**src/rtl/fft_pkg.sv**
```systemverilog
// Shared FFT definitions: frame geometry, sample layout, sequencer state
// encoding and the bit-reversal helper used for output reordering.
package fft_pkg;

  localparam int N_SAMPLES = 32;
  localparam int ADDR_W    = 5;
  localparam int DATA_W    = 32;

  // One complex sample; re occupies the upper half of the RAM word.
  typedef struct packed {
    logic signed [15:0] re;
    logic signed [15:0] im;
  } sample_t;

  typedef enum logic [1:0] {
    ST_IDLE = 2'd0,
    ST_RUN  = 2'd1,
    ST_DONE = 2'd2
  } seq_state_t;

  // Reverse the bit order of a sample index (natural -> FFT RAM order).
  function automatic logic [ADDR_W-1:0] bitrev(input logic [ADDR_W-1:0] idx);
    logic [ADDR_W-1:0] rev;
    for (int i = 0; i < ADDR_W; i++) begin
      rev[i] = idx[ADDR_W-1-i];
    end
    return rev;
  endfunction

endpackage

```
**src/rtl/out_skid_fifo.sv**
```systemverilog
// Two-entry skid FIFO holding RAM read data until the consumer accepts it.
// Head data is read straight from storage so it stays put while stalled.
module out_skid_fifo
  import fft_pkg::*;
(
  input  logic              clk,
  input  logic              reset,
  input  logic              push,
  input  logic              pop,
  input  logic              flush,
  input  logic [DATA_W-1:0] din,
  output logic [DATA_W-1:0] dout,
  output logic [1:0]        count
);

  logic [DATA_W-1:0] mem_reg [2];
  logic              wr_ptr_reg;
  logic              rd_ptr_reg;
  logic [1:0]        count_reg;
  logic              do_push;
  logic              do_pop;

  // Pops only when data is present; a push into a full FIFO is only taken
  // when the head leaves in the same cycle.
  assign do_pop  = pop && (count_reg != 2'd0);
  assign do_push = push && ((count_reg != 2'd2) || do_pop);

  assign dout  = mem_reg[rd_ptr_reg];
  assign count = count_reg;

  // Storage, pointers and occupancy; flush empties and zeroes everything.
  always_ff @(posedge clk) begin
    if (reset || flush) begin
      mem_reg[0] <= '0;
      mem_reg[1] <= '0;
      wr_ptr_reg <= 1'b0;
      rd_ptr_reg <= 1'b0;
      count_reg  <= 2'd0;
    end else begin
      if (do_push) begin
        mem_reg[wr_ptr_reg] <= din;
        wr_ptr_reg          <= ~wr_ptr_reg;
      end
      if (do_pop) begin
        rd_ptr_reg <= ~rd_ptr_reg;
      end
      case ({do_push, do_pop})
        2'b10:   count_reg <= count_reg + 2'd1;
        2'b01:   count_reg <= count_reg - 2'd1;
        default: count_reg <= count_reg;
      endcase
    end
  end

endmodule

```
**src/rtl/fft_output_sequencer.sv**
```systemverilog
// Unloads one finished FFT frame from the result RAM in natural order:
// reads are issued at bit-reversed addresses, returned data is parked in a
// 2-entry skid FIFO and streamed out on a valid/ready port.
module fft_output_sequencer
  import fft_pkg::*;
(
  input  logic              clk,
  input  logic              reset,
  input  logic              fft_done,
  input  logic              clear,
  output logic              mem_ren,
  output logic [ADDR_W-1:0] mem_raddr,
  input  logic [DATA_W-1:0] mem_rdata,
  output logic [DATA_W-1:0] out_data,
  output logic              out_valid,
  input  logic              out_ready,
  output logic              busy,
  output logic              output_done,
  output logic [ADDR_W:0]   samples_out_count
);

  localparam logic [ADDR_W:0] N_FULL = (ADDR_W+1)'(N_SAMPLES);
  localparam logic [ADDR_W:0] N_LAST = (ADDR_W+1)'(N_SAMPLES - 1);
  localparam logic [ADDR_W:0] ONE    = (ADDR_W+1)'(1);

  seq_state_t      state_reg;
  logic [ADDR_W:0] rd_idx_reg;
  logic [ADDR_W:0] out_idx_reg;
  logic            inflight_reg;
  logic [1:0]      fifo_cnt;
  logic            pop;
  logic            push;
  logic [2:0]      occupancy;

  assign pop  = out_valid && out_ready;
  // Data returning in the cycle clear is seen belongs to the aborted frame.
  assign push = inflight_reg && !clear;

  // Slots committed after this cycle: buffered + returning - leaving.
  // pop implies fifo_cnt >= 1, so this never underflows.
  assign occupancy = {1'b0, fifo_cnt} + {2'b00, inflight_reg} - {2'b00, pop};

  assign mem_ren   = (state_reg == ST_RUN) && (rd_idx_reg < N_FULL) && (occupancy < 3'd2);
  assign mem_raddr = bitrev(rd_idx_reg[ADDR_W-1:0]);

  assign out_valid         = (fifo_cnt != 2'd0);
  assign busy              = (state_reg == ST_RUN);
  assign output_done       = (state_reg == ST_DONE);
  assign samples_out_count = out_idx_reg;

  out_skid_fifo u_fifo (
    .clk   (clk),
    .reset (reset),
    .push  (push),
    .pop   (pop),
    .flush (clear),
    .din   (mem_rdata),
    .dout  (out_data),
    .count (fifo_cnt)
  );

  // Frame FSM with read/accept counters; reset and clear abort identically.
  always_ff @(posedge clk) begin
    if (reset || clear) begin
      state_reg    <= ST_IDLE;
      rd_idx_reg   <= '0;
      out_idx_reg  <= '0;
      inflight_reg <= 1'b0;
    end else begin
      inflight_reg <= mem_ren;
      if (mem_ren) begin
        rd_idx_reg <= rd_idx_reg + ONE;
      end
      if (pop) begin
        out_idx_reg <= out_idx_reg + ONE;
      end
      case (state_reg)
        ST_IDLE: begin
          if (fft_done) begin
            state_reg   <= ST_RUN;
            rd_idx_reg  <= '0;
            out_idx_reg <= '0;
          end
        end
        ST_RUN: begin
          if (pop && (out_idx_reg == N_LAST)) begin
            state_reg <= ST_DONE;
          end
        end
        ST_DONE: begin
          state_reg   <= ST_IDLE;
          rd_idx_reg  <= '0;
          out_idx_reg <= '0;
        end
        default: begin
          state_reg <= ST_IDLE;
        end
      endcase
    end
  end

endmodule
```
**config.mk**
```make
export PLATFORM = sky130hd
export DESIGN_NAME = fft_output_sequencer
export DESIGN_NICKNAME = d
export VERILOG_FILES = /design/src/rtl/fft_pkg.sv /design/src/rtl/out_skid_fifo.sv /design/src/rtl/fft_output_sequencer.sv
export SDC_FILE = /design/constraint.sdc
export NUM_CORES = 1
export LEC_CHECK = 0
export BUFFER_PORTS_ARGS = -buffer_cell sky130_fd_sc_hd__buf_2
export CAP_MARGIN = 0
export CORE_ASPECT_RATIO = 0.6
export CORE_UTILIZATION = 49
export CTS_CLUSTER_DIAMETER = 40
export DETAILED_ROUTE_END_ITERATION = 12
export PLACE_DENSITY = 0.78
export SETUP_SLACK_MARGIN = 0.15
export SLEW_MARGIN = 15
export SYNTH_ARGS = -nofsm -noshare
export SYNTH_HDL_FRONTEND = slang
export SYNTH_SLANG_ARGS = --single-unit
```
**constraint.sdc**
```tcl
create_clock -name clk -period 2.5 [get_ports clk]
set_input_delay 0.5 -clock clk [delete_from_list [all_inputs] [get_ports clk]]
set_output_delay 0.5 -clock clk [all_outputs]
set_load 0.02 [all_outputs]
```
==> run summary, run 1 <==
The final net count is 424. For this run, the number of standard cells in the final layout without fillers is 492. The fraction of the cycle the final worst path needs is 1.098. Sorting the synthesized cells by area gives the leading types as sky130_fd_sc_hd__edfxtp_1, sky130_fd_sc_hd__and3_1, sky130_fd_sc_hd__dfxtp_1. The synthesized area divided by synthesized cell count is 12.98 sq um. Synthesis produced 294 cells.

The power density normalized to cell area is 640.9 mW/mm^2. The global placer's final weighted congestion is 0.7447. The post-synthesis cell type count came out at 42. The estimated wirelength of the detail-placed design is 5006 microns. The measured slew at the worst slew-check pin came out at 1.026 ns. Across all register-to-register paths, the minimum setup slack is -0.15 ns. Summed over all instances, the cell type with the most area after synthesis is sky130_fd_sc_hd__edfxtp_1.

The total clock buffers created by CTS came out at 9. The initial antenna violation count came to 1. The final standard cell area without fillers came out at 0.004731 sq mm.

The number of maximum-capacitance constraint violations is 0. The worst setup path is captured at a primary output. The number of failing setup endpoints in the final timing report came out at 5. The clock transition at the register clock pins on the worst setup and hold paths after CTS came out at 0.06 ns.

The root buffer cell chosen for the clock tree is sky130_fd_sc_hd__clkbuf_16. The data required time of the worst path came out at 2.00 ns. The number of nets with antenna violations after routing is 0. The worst hold path begins at mem_rdata[29].

In this run the critical register-to-register path is launched from u_fifo.count[0]. The slowest stage of the critical path belongs to the cell sky130_fd_sc_hd__fa_1. In the final layout, the share of cells above drive strength 1 is 0.4253. The count of synthesis-stage warnings from yosys came out at 0. No sink is reached through more buffers than the 2 on the longest clock path. The die height is 70.37 microns. The area after detailed placement is 0.004365 sq mm. The share of async-settable or async-resettable flops after synthesis is 0.

The final critical-path setup slack is -0.2447 ns. The count of cells along the worst hold path is 2. The register with the most flip-flops in the layout has 64 of them.

The library cell used most frequently in the layout, excluding fill and tap cells, is sky130_fd_sc_hd__buf_2. STA puts the critical path data arrival time at 2.24 ns. The die footprint is 0.008159 sq mm.

From synthesis to final layout, the design area changed by 23.93%. The detailed router's first-iteration violation count came out at 166. The detailed-routing iteration count for the pre-antenna-repair pass is 4. For the worst-skew pair, the clock arrives at the later sink with an insertion delay of 0.33 ns.

For the worst flop-to-flop path, the logic depth is 11. The remaining routing DRC violations is 0. The count of flip-flops with a built-in enable after synthesis is 64. Of the post-synthesis cell area, the dominant cell type holds 0.5034. Setup repair after global routing could not meet its margin everywhere. In this run the cell area of the synthesized design comes to 0.003817 sq mm. Across every metal layer, demand over resource in global routing totals 0.2091. The source of the critical timing path is u_fifo.count[0].

Summed over all layers, the routed wires come to 7796 microns. Among the stages of the critical path, the cell type that occurs most often is sky130_fd_sc_hd__buf_6. The routed via count came out at 2630.

The first global-routing pass estimated 12590 microns of wire. The layout filler cell count is 586. Leaving out fill and tap cells, the most frequent cells in the layout are sky130_fd_sc_hd__buf_2, sky130_fd_sc_hd__and3_1, sky130_fd_sc_hd__edfxtp_1. The worst hold path terminates at u_fifo.mem_reg[1][29]. In this run the count of I/O pins placed on the die edge is 84. The floorplan step defined a core boundary enclosing 0.007387 sq mm. The number of vias per cell came out at 5.346. Summed over all layers, the global routing overflow is 0.

The number of clock sinks seen by CTS came out at 84. The kind of path behind the tightest hold check is primary input to flip-flop. Of the synthesized area, sequential elements account for 0.6083. In the final routed layout, each cell accounts on average for 15.85 microns. Across the routed clock network, the largest skew measured is 0.004886 ns.

The endpoint identified for the worst register-to-register timing path is rd_idx_reg[2]. The flop and latch count out of synthesis came out at 84. Among all flip-flop cells after synthesis, the most frequent one is sky130_fd_sc_hd__edfxtp_1.

The max-slew violation count is 0. The number of rows in the core area is 24. The number of hold violations in the final report came to 0. The die width came out at 116.0 microns. The run finished, with violations left. The number of buffers added on ports is 83. The worst path in the final design needs a cycle of 2.745 ns, including I/O delays and setup. The delay of the slowest cell on the worst path is 0.50 ns. The final reports fail on setup timing.

The maximum number of pins on one net before global-route repair came out at 39. Grouping stages by cell kind, the critical path spends the most delay in adder cells. STA classifies the critical path startpoint as a flip-flop. By startpoint and endpoint, the worst setup path is classified as flip-flop to primary output.

The H-tree depth came out at 3. The largest fanout on the critical path is 2. The cell leakage power came out at 2.240 nW. The maximum clock rate came out at 364.3 MHz. The number of buffers and inverters on the critical path is 4. The net count after synthesis came out at 335. The repair_antennas step left the layout with diodes totalling 0. The cell count after placement came out at 472.

The number of global-route vias before repair came out at 2591. The remaining max-slew budget at the tightest pin is 0.3088. TritonCTS built the clock tree. The total negative setup slack came out at -0.6227 ns. Traced cell by cell, the critical path runs through buf_4 -> inv_1 -> ha_1 -> nand2b_4 -> fa_1 -> nand4bb_1 -> buf_6 -> nor2_4 -> buf_6. The initial cell density of the core came out at 0.5168. The worst-case IR drop observed on VDD is 0.0003693 V.
timing repair:
action                                  CTS  global route
buffers inserted                          3             1
pin swaps                                 5             3
hold buffers                              0             0
gates resized for setup                   6             9
endpoints found under the setup margin    5             7
layout make-up:
class / instances / area [sq um] / area share
multi-input combinational: 179 / 1374 / 0.2904
tap: 104 / 130.1 / 0.02751
timing repair buffer: 105 / 598.1 / 0.1264
sequential: 84 / 2327 / 0.4919
clock inverter: 4 / 50.05 / 0.01058
clock buffer: 12 / 236.5 / 0.04999
inverter: 4 / 15.01 / 0.003174
cells in the mapped netlist, types with 4 or more instances:
cell	count
sky130_fd_sc_hd__and3_1	65
sky130_fd_sc_hd__edfxtp_1	64
sky130_fd_sc_hd__mux2_2	32
sky130_fd_sc_hd__dfxtp_1	20
sky130_fd_sc_hd__a21oi_1	9
sky130_fd_sc_hd__clkbuf_1	9
sky130_fd_sc_hd__nor2_1	9
sky130_fd_sc_hd__o21ai_0	7
sky130_fd_sc_hd__buf_4	5
sky130_fd_sc_hd__buf_6	5
sky130_fd_sc_hd__nand2_1	5
sky130_fd_sc_hd__nand2b_1	5
sky130_fd_sc_hd__nand3_1	5
sky130_fd_sc_hd__inv_1	4
sky130_fd_sc_hd__o31ai_1	4
sky130_fd_sc_hd__or4_1	4
sky130_fd_sc_hd__xor2_1	4
how the worst max path moves through the flow:
stage | end | cells past startpoint
floorplan | mem_ren | 9
global placement | mem_ren | 10
detailed placement | mem_ren | 10
CTS | mem_ren | 9
global route | mem_ren | 9
finish | mem_ren | 9
report_power, final:
group,total (mW),internal (mW),switching [mW],leakage [nW]
logic,0.201,0.0798,0.121,1.23
clock network,1.28,0.773,0.503,0.133
registers,1.56,1.54,0.0131,0.877
total,3.03,2.40,0.637,2.24
layer usage:
layer	vias to the layer above	share of wire	global-route usage
met5	-	0	0
li1	1275	-	-
met1	1271	0.45	0.2762
met3	7	0.067	0.06337
met4	0	0.011	0.06695
met2	77	0.47	0.3294
stage by stage:
stage | worst slack, ns | hold WS (ns) | utilization | power, mW
6_report | -0.2447 | 0.4785 | 0.6404 | 3.032
2_1_floorplan | -0.06520 | 0.4558 | - | 1.692
3_5_place_dp | -0.1973 | 0.4920 | 0.5910 | 1.781
4_1_cts | -0.2368 | 0.4617 | 0.6353 | 3.058
5_1_grt | -0.3389 | 0.4781 | 0.6404 | 3.138
3_3_place_gp | -0.1500 | 0.4862 | 0.5910 | 1.773
cell families after synthesis:
| kind of cell | synth area share |
|---|---|
| AO/OA/AOI/OAI | 0.04621 |
| multiplexers | 0.09964 |
| AND/OR/NAND/NOR | 0.1724 |
| adder cells (fa/ha/maj) | 0.01508 |
| flip-flops | 0.6083 |
| XOR/XNOR | 0.01147 |
| buffers and inverters | 0.04687 |
(Power assumes the default switching activity.)
==> run 2: changes to the inputs <==
--- a/config.mk
+++ b/config.mk
@@ -8,10 +8,12 @@
 export BUFFER_PORTS_ARGS = -buffer_cell sky130_fd_sc_hd__buf_2
 export CAP_MARGIN = 0
 export CORE_ASPECT_RATIO = 0.6
+export CORE_MARGIN = 1
 export CORE_UTILIZATION = 49
 export CTS_CLUSTER_DIAMETER = 40
 export DETAILED_ROUTE_END_ITERATION = 12
 export PLACE_DENSITY = 0.78
+export REMOVE_ABC_BUFFERS = 1
 export SETUP_SLACK_MARGIN = 0.15
 export SLEW_MARGIN = 15
 export SYNTH_ARGS = -nofsm -noshare
==> run 2 against run 1 <==
The flow still finishes with violations (setup timing); core utilization increased by 1.2 points; clock-buffer cell count increased by 2; critical path type unchanged; sequential cell count unchanged; worst setup slack improved by 0.075 ns.
==> run summary, run 2 (synthesized netlist as in run 1, its figures left out) <==
The H-tree depth came out at 3 (unchanged). The all-layer global routing usage is 0.2096 (+0.0004504). The worst hold path belongs to the class primary input to flip-flop. The die width is 116.0 microns (unchanged). The die height is 70.37 microns (unchanged). The number of buffers added on ports is 83 (unchanged). Leaving out fill and tap cells, the most frequent cell in the layout is sky130_fd_sc_hd__buf_2. The initial cell density of the core is 0.5168 (unchanged).

The signal arrival time at the worst endpoint came to 2.17 ns (-0.07 ns). TritonCTS built the clock tree. The largest fanout on the critical path is 4 (+2).

The clock transition at the register clock pins on the worst setup and hold paths after CTS came out at 0.06 ns (about the same). The mean routed wirelength per cell was 16.56 microns (+4.5%). The number of rows in the core area is 24 (unchanged). The post-route clock skew is 0.006832 ns (+0.001946 ns). The estimated wirelength of the detail-placed design is 5343 microns (+6.7%). The final critical-path setup slack was -0.1693 ns (+0.07543 ns). The routed via count came to 2701 (+2.7%). The run finished, with violations left.

The family with the most delay on the worst path is adder cells. The detailed router's first-iteration violation count came out at 186 (+12%). The die footprint is 0.008159 sq mm (unchanged). The area used by sequential logic in the layout was 0.002325 sq mm (-0.11%). The total clock buffers created by CTS came out at 9 (unchanged). The power density normalized to cell area is 644.2 mW/mm^2 (+0.51%).

The placeable core region is 0.007387 sq mm (unchanged). The delay of the slowest cell on the worst path came out at 0.53 ns (+0.03 ns). The layout cell share with drive strength beyond 1 is 0.4541 (+0.02882). The final net count came to 428 (+0.94%).

The library cells used most frequently in the layout, excluding fill and tap cells, are sky130_fd_sc_hd__buf_2, sky130_fd_sc_hd__and3_1, sky130_fd_sc_hd__edfxtp_1. The layout filler cell count came out at 578 (-1.4%). The met1 capacity usage during global routing is 0.2723 (-0.003898). The flip-flop count of the largest register after layout is 64 (unchanged). The number of maximum-capacitance constraint violations came out at 0 (unchanged). The max-slew violation count is 0 (unchanged). The number of failing setup endpoints in the final timing report was 5 (unchanged). The detailed-routing iteration count for the pre-antenna-repair pass is 4 (unchanged). Among all stages on the critical path, the largest delay is contributed by sky130_fd_sc_hd__fa_2. The final critical path time including I/O delays and setup is 2.669 ns (-0.07543 ns).

The top-level port count came out at 84 (unchanged). The data required time of the worst path is 2.00 ns (about the same). The met2 track utilization from global routing is 0.3347 (+0.005291). The number of buffers and inverters on the critical path came out at 2 (-2). The remaining max-slew budget at the tightest pin came out at 0.6979 (+0.3891). The worst slack at placement came out at -0.2181 ns (-0.02079 ns). The maximum count of clock buffers along a single path was 2 (unchanged). The final reports fail on setup timing.

The first-pass GRT wire length is 12630 microns (+0.28%). The kind of critical path is flip-flop to primary output. The number of hold buffers added after CTS is 0 (unchanged).

Setup repair after global routing could not meet its margin everywhere. The number of clock sinks seen by CTS is 84 (unchanged). The total negative setup slack is -0.5995 ns (+0.02317 ns).

The met3 layer usage reported by global route came to 0.06163 (-0.001736). The worst supply voltage drop on vdd came out at 0.0003921 V (+6.2%). The most crowded layer after global routing is met2. The sum of routed wire length over all layers is 8214 microns (+5.4%).

The tree is rooted in a sky130_fd_sc_hd__clkbuf_16. The cell leakage power is 2.279 nW (+1.7%). Walking the worst path, the cells encountered are o21ai_2 -> inv_2 -> ha_4 -> nand2b_4 -> fa_2 -> nand4bb_1 -> nor2_1 -> buf_4. The clock latency reported for the late side of the worst-skew pair came out at 0.33 ns (about the same). The number of inserted diodes came out at 0 (unchanged). The initial antenna violation count came out at 0 (-1). The number of hold violations in the final report is 0 (unchanged). The maximum clock rate was 374.6 MHz (+2.8%).

The multi-input combinational cell area is 0.001404 sq mm (+2.2%). The number of nets with antenna violations after routing came out at 0 (unchanged). The global placer's final weighted congestion was 0.8664 (+16%).

The remaining routing DRC violations came out at 0 (unchanged). The utilization after layout came out at 0.6526 (+0.01219). The fraction of the cycle the final worst path needs is 1.068 (-0.03017).

STA classifies the critical path startpoint as a flip-flop. The leftover overflow at the end of global routing is 0 (unchanged). The number of vias per cell came out at 5.446 (+1.9%). The worst setup path is captured at a primary output. The number of global-route vias before repair was 2582 (-0.35%).

The measured slew at the worst slew-check pin is 0.4531 ns (-0.5728 ns). The post-synthesis to final-layout area growth is 26.29%. The maximum number of pins on one net before global-route repair is 34 (-13%).
## run 2: cell count changes in the layout (fill, tap and decap cells not counted), sizes merged
cell / previous run / this run
clkinvlp: 2 / 1
buf: 105 / 109
clkbuf: 12 / 14
bufinv: 1 / 0
## run 2: path summary, 6_finish.rpt
path              cells after the start  slack [ns]                    to                  from
hold / removal                        3        0.48     u_fifo.wr_ptr_reg                 reset
setup reg to reg                     12       -0.16         rd_idx_reg[0]       u_fifo.count[0]
hold reg to reg                       2        0.51  samples_out_count[5]  samples_out_count[5]
setup / recovery                      8       -0.17               mem_ren       u_fifo.count[0]
## run 2: power breakdown
part	switching [mW]	leakage, nW	internal [mW]	total (mW)
registers	0.0135	0.876	1.54	1.56
logic	0.125	1.25	0.0827	0.208
clock network	0.494	0.155	0.847	1.34
total	0.632	2.28	2.47	3.11
## run 2: timing repair
action | in CTS | in global routing
setup buffers | 4 | 2
resized for setup | 9 | 14
setup endpoints to repair | 4 | 8
pin swaps | 8 | 8
## run 2: layout make-up
type / count / area share
Clock buffer: 14 / 0.06359
Clock inverter: 2 / 0.002595
Multi-Input combinational cell: 179 / 0.2912
Tap cell: 104 / 0.02699
Inverter: 4 / 0.003114
Timing Repair Buffer: 109 / 0.1303
Sequential cell: 84 / 0.4822
## run 2: per-stage QoR
step	cell area, sq um	hold slack, ns	std cells	power [mW]
6_report	4821	0.4788	496	3.106
2_1_floorplan	3654	0.4558	267	1.682
3_5_place_dp	4362	0.4956	474	1.783
5_1_grt	4821	0.4722	496	3.216
4_1_cts	4742	0.4676	494	3.127
3_3_place_gp	4362	0.4823	474	1.775
## run 2: per-layer routing
layer | part of all wire | wire [microns]
met1 | 0.44 | 3632
met4 | 0.014 | 112
met5 | 0 | 0
met2 | 0.47 | 3867
met3 | 0.073 | 602
## run 2: tightest hold or removal path, stage by stage
cell and delay (ns):
sky130_fd_sc_hd__buf_2 0.11, sky130_fd_sc_hd__nor2_4 0.06, sky130_fd_sc_hd__o21a_1 0.09
